### config.mk
export PLATFORM = sky130hd
export DESIGN_NAME = fifo_uart_tx
export DESIGN_NICKNAME = d
export VERILOG_FILES = /design/src/rtl/fifo_uart_tx.sv
export SDC_FILE = /design/constraint.sdc
export NUM_CORES = 1
export LEC_CHECK = 0
export CORE_ASPECT_RATIO = 1.1
export CORE_MARGIN = 5
export CORE_UTILIZATION = 35
export DETAILED_ROUTE_END_ITERATION = 10
export PLACE_DENSITY = 0.55
export SYNTH_ARGS = -nofsm -noshare
export SYNTH_HDL_FRONTEND = slang
export SYNTH_SLANG_ARGS = --single-unit
### constraint.sdc
create_clock -name clk -period 2.65 [get_ports clk]
set_input_delay 0.265 -clock clk [delete_from_list [all_inputs] [get_ports clk]]
set_output_delay 0.265 -clock clk [all_outputs]
set_load 0.02 [all_outputs]
### src/rtl/fifo_uart_tx.sv
// fifo_uart_tx: drains a first-word-fall-through byte FIFO and serialises each
// byte as an asynchronous UART frame (start, 8 data LSB first, optional parity,
// 1 or 2 stop bits). Consecutive frames are sent with no idle gap.
module fifo_uart_tx #(
  parameter int CLKS_PER_BIT = 16,
  parameter int PARITY_EN    = 0,
  parameter int PARITY_ODD   = 0,
  parameter int STOP_BITS    = 1
) (
  input  logic        clk,
  input  logic        rst,
  input  logic        tx_en,
  input  logic [7:0]  fifo_data,
  input  logic        fifo_empty,
  output logic        fifo_rd,
  output logic        txd,
  output logic        busy,
  output logic [15:0] frame_cnt
);

  localparam int              CW        = (CLKS_PER_BIT > 1) ? $clog2(CLKS_PER_BIT) : 1;
  localparam logic [CW-1:0]   CLK_LAST  = CW'(CLKS_PER_BIT - 1);
  localparam logic [2:0]      STOP_LAST = 3'(STOP_BITS - 1);
  localparam logic            PAR_POL   = (PARITY_ODD != 0);

  typedef enum logic [2:0] {
    IDLE   = 3'd0,
    START  = 3'd1,
    DATA   = 3'd2,
    PARITY = 3'd3,
    STOP   = 3'd4
  } state_t;

  state_t        state, state_nx;
  logic [CW-1:0] clk_cnt, clk_cnt_nx;
  logic [2:0]    bit_cnt, bit_cnt_nx;
  logic [7:0]    shreg, shreg_nx;
  logic          par_bit, par_nx;
  logic          txd_nx;
  logic          frame_inc;
  logic          bit_end;
  logic          last_stop_cycle;
  logic          pop;

  // Parity of a byte with the configured sense folded in.
  function automatic logic parity_of(input logic [7:0] d);
    return (^d) ^ PAR_POL;
  endfunction

  // Pop decision: a new byte may be taken from idle or on the final stop cycle.
  always_comb begin
    bit_end         = (clk_cnt == CLK_LAST);
    last_stop_cycle = (state == STOP) && bit_end && (bit_cnt == STOP_LAST);
    pop             = tx_en && !fifo_empty && ((state == IDLE) || last_stop_cycle);
    fifo_rd         = pop && rst;
    busy            = (state != IDLE);
  end

  // Next-state, counters, shift register and next line level.
  always_comb begin
    state_nx   = state;
    clk_cnt_nx = bit_end ? '0 : clk_cnt + CW'(1);
    bit_cnt_nx = bit_cnt;
    shreg_nx   = shreg;
    par_nx     = par_bit;
    frame_inc  = 1'b0;
    txd_nx     = 1'b1;

    case (state)
      IDLE: begin
        clk_cnt_nx = '0;
      end
      START: begin
        if (bit_end) begin
          state_nx   = DATA;
          bit_cnt_nx = 3'd0;
        end
      end
      DATA: begin
        if (bit_end) begin
          shreg_nx = {1'b0, shreg[7:1]};
          if (bit_cnt == 3'd7) begin
            state_nx   = (PARITY_EN != 0) ? PARITY : STOP;
            bit_cnt_nx = 3'd0;
          end else begin
            bit_cnt_nx = bit_cnt + 3'd1;
          end
        end
      end
      PARITY: begin
        if (bit_end) begin
          state_nx   = STOP;
          bit_cnt_nx = 3'd0;
        end
      end
      STOP: begin
        if (bit_end) begin
          if (bit_cnt == STOP_LAST) begin
            state_nx   = IDLE;
            bit_cnt_nx = 3'd0;
            frame_inc  = 1'b1;
          end else begin
            bit_cnt_nx = bit_cnt + 3'd1;
          end
        end
      end
      default: begin
        state_nx   = IDLE;
        clk_cnt_nx = '0;
        bit_cnt_nx = 3'd0;
      end
    endcase

    // A pop only occurs from IDLE or the last stop cycle, so it overrides both.
    if (pop) begin
      state_nx   = START;
      shreg_nx   = fifo_data;
      par_nx     = parity_of(fifo_data);
      bit_cnt_nx = 3'd0;
      clk_cnt_nx = '0;
    end

    // The line is registered, so it is driven from the level of the next state.
    case (state_nx)
      START:   txd_nx = 1'b0;
      DATA:    txd_nx = shreg_nx[0];
      PARITY:  txd_nx = par_nx;
      default: txd_nx = 1'b1;
    endcase
  end

  // Control state, line register and frame counter; cleared asynchronously.
  always_ff @(posedge clk or negedge rst) begin
    if (!rst) begin
      state     <= IDLE;
      clk_cnt   <= '0;
      bit_cnt   <= 3'd0;
      txd       <= 1'b1;
      frame_cnt <= 16'd0;
    end else begin
      state   <= state_nx;
      clk_cnt <= clk_cnt_nx;
      bit_cnt <= bit_cnt_nx;
      txd     <= txd_nx;
      if (frame_inc) begin
        frame_cnt <= frame_cnt + 16'd1;
      end
    end
  end

  // Data holding registers; only meaningful after a pop loads them.
  always_ff @(posedge clk) begin
    shreg   <= shreg_nx;
    par_bit <= par_nx;
  end

endmodule

==> run_results.csv <==
group,metric,value,unit
place,numPortBuffers,30,
synthesis,ys_seq_area_share,52.15,%
worst_setup_path,max_stage_delay,0.50,ns
sta,max_freq,399.5,MHz
sta,setup_tns,0,ns
global_routing,met3_usage,3.433,%
global_routing,grt_pass1_vias,1370,
floorplanning,dieArea,0.006607,mm²
worst_setup_path,reg2reg_depth,8,
clock_tree,post_cts_buffers,0,
worst_setup_path,critPathTopFamily,"simple AND/OR/NAND/NOR gates",
synthesis,async_flop_share,75.00,%
detailed_routing,drc,0,
place,gp_congestion,0.7736,
sta,finClkSkew,0.008455,ns
floorplanning,fp.dieW,77.96,µm
synthesis,synth_seq_cells,36,
flow_run,maxCapViolCount,0,
floorplanning,core,0.004966,mm²
global_routing,antenna_found_initial,0,
clock_tree,htree_levels,2,
detailed_routing,ant_nets,0,
synthesis,syn-num-nets,173,
floorplanning,fp.dieH,84.75,µm
detailed_routing,dr.pass1.iters,4,
sta,hold_violations,0,
clock_tree,path_clk_slew,0.07,ns
place,hpwl,2.840,mm
power_and_ir_drop,peakVddDrop,0.3114,mV
synthesis,synth_area,0.001778,mm²
hold_path,hold_depth,1,
final_layout,layout-drive-gt1-share,11.68,%
sta,slew_headroom,75.04,%
worst_setup_path,worstPathArrival,2.24,ns
sta,finalCriticalPeriod,2.503,ns
synthesis,synth_cells,156,
final_layout,nFillCells,463,
worst_setup_path,path_buf_inv,2,
clock_tree,cts_num_sinks,36,
sta,fin_hold_ws,0.4641,ns
worst_setup_path,cp_slowest_cell,"or4b_4",
worst_setup_path,crit_path_end_kind,"primary output",
worst_setup_path,crit_path_start_kind,"flip-flop",
worst_setup_path,critPathKind,"reg2out",
clock_tree,clk_path_buf_depth,2,
worst_setup_path,crit_path_cell_trace,"inv_1 -> ha_1 -> or4b_4 -> o21a_1 -> nor2_2 -> and2_1 -> dlygate4sd2_1",
clock_tree,holdBufCountCts,0,
global_routing,grt_pass1_wl,6.313,mm
global_routing,busiest_layer,"met2",
synthesis,yosysWarnings,0,
synthesis,synth-edff-count,7,
detailed_routing,routed_via_density,5.212,
detailed_routing,vias,1329,
detailed_routing,drt_first_iter_violations,50,
global_routing,gr-total-overflow,0,
final_layout,area_growth,27.02,%
clock_tree,root_buffer,"clkbuf_8",
floorplanning,initial_core_util,35.80,%
detailed_routing,finalWirelength,3.705,mm
final_layout,num_antenna_cells,0,
worst_setup_path,path_max_fanout,4,
floorplanning,ios,31,
global_routing,grtUsageMet1,14.25,%
sta,rsz0062_at_grt,"false",
power_and_ir_drop,total_power,0.001526,W
power_and_ir_drop,power.density,675.8,mW/mm²
detailed_routing,detail_route.wl_per_cell,14.53,µm
synthesis,syn_avg_cell_area,11.40,µm²
worst_setup_path,worstSetupPathDepth,7,
global_routing,grt.total_usage,11.96,%
synthesis,ys.flop_type,"dfrtp_1",
clock_tree,cts_tree,"built",
outcome,status,"complete, no violations",
clock_tree,insertion_delay,0.28,ns
global_routing,grt_max_degree,28,
clock_tree,post_cts_resized,1,
power_and_ir_drop,p_leak,0.9569,nW
sta,tightestPinTransition,0.3710,ns
sta,slew_violations,0,
final_layout,nets,213,
sta,period_share,94.46,%
sta,setup_viol,0,
worst_setup_path,cp.required,2.38,ns
synthesis,ys_types,45,
hold_path,hold_class,"reg2reg",
floorplanning,rows,27,
global_routing,grtUsageMet2,20.20,%
clock_tree,cts_made_buffers,5,
==> where the power goes <==
part	leakage [nW]	switching, W	internal (W)	total (W)
clock	0.0399	0.000184	0.000183	0.000367
combinational	0.473	0.000216	0.000202	0.000418
sequential	0.444	0.0000810	0.000660	0.000741
total	0.957	0.000481	0.00104	0.00153
==> per-stage QoR <==
stage	cells	area [µm²]	worst slack (ns)	util, %
final	255	2258	0.1469	45.48
after global routing	255	2258	0.003968	45.48
after CTS	255	2258	0.1388	45.48
after detailed placement	247	2180	0.1952	43.89
after global placement	247	2180	0.2022	43.89
after floorplan	156	1778	0.4707	-
==> kinds of logic (layout without fill, tap and decap cells) <==
group / count (synthesis) / in the layout / share of synthesized area [%]
AND/OR/NAND/NOR: 57 / 57 / 18.58
buffers and inverters: 6 / 47 / 1.336
flip-flops: 36 / 36 / 52.15
XOR/XNOR: 25 / 25 / 12.32
multiplexers: 3 / 3 / 1.759
AO/OA/AOI/OAI: 23 / 23 / 9.782
adder cells (fa/ha/maj): 6 / 6 / 4.082
==> layer usage <==
metal  wire length, µm  vias to the layer above
li1                  -                      638
met5                 0                        -
met3               202                        5
met1              1579                      648
met4                61                        0
met2              1862                       38
==> flip-flops by register name, summed over array words and instances, names as in the netlist <==
| signal | cells |
|---|---|
| frame_cnt | 16 |
| shreg | 8 |
| clk_cnt | 4 |
| bit_cnt | 3 |
| state | 3 |
| par_bit | 1 |
| txd | 1 |
==> cell usage after synthesis, types with 2 or more instances <==
cell type  number  share of area (%)
and2_1          4                1.4
nor2_1          8                1.7
nand3_1         9                2.5
nor2_2          3                1.1
a21oi_1         5                1.4
nand2_1        12                2.5
a22o_1          6                3.0
xor2_1          7                3.4
dfxtp_1         2                2.3
nand4_1         7                2.5
edfxtp_1        7                 12
and3_1          2               0.70
ha_1            5                3.5
xnor2_1        18                8.9
dfrtp_1        26                 37
o21a_1          2               0.84
inv_1           4               0.84
mux2i_1         2                1.1
==> worst paths after layout <==
check                               from             to  slack (ns)
setup / recovery              bit_cnt[0]        fifo_rd        0.15
hold reg to reg            frame_cnt[15]  frame_cnt[15]        0.46
min in group asynchronous            rst   frame_cnt[3]        0.48
setup reg to reg              bit_cnt[0]            txd        0.52
max in group asynchronous            rst            txd        1.86
hold / removal             frame_cnt[15]  frame_cnt[15]        0.46
==> cell type report <==
cell class	count	area (µm²)	share of cell area (%)
clock buffer	7	76.32	3.379
clock inverter	1	3.754	0.1662
inverter	4	15.01	0.6648
multi-input combinational	114	827.0	36.62
sequential	36	927.1	41.05
tap	58	72.57	3.213
timing repair buffer	35	336.6	14.90
==> cell usage in the layout, fill, tap and decap left out, drive strengths merged, types with 4 or more instances in the layout <==
cell type       n
nand2          12
a21oi           5
and2            4
xor2            7
nor2           12
a22o            6
clkdlybuf4s50  29
clkbuf          7
buf             5
xnor2          18
ha              5
nand4           7
edfxtp          7
inv             4
nand3           9
dfrtp          26
Note: power is estimated with default switching activity, not from simulation.
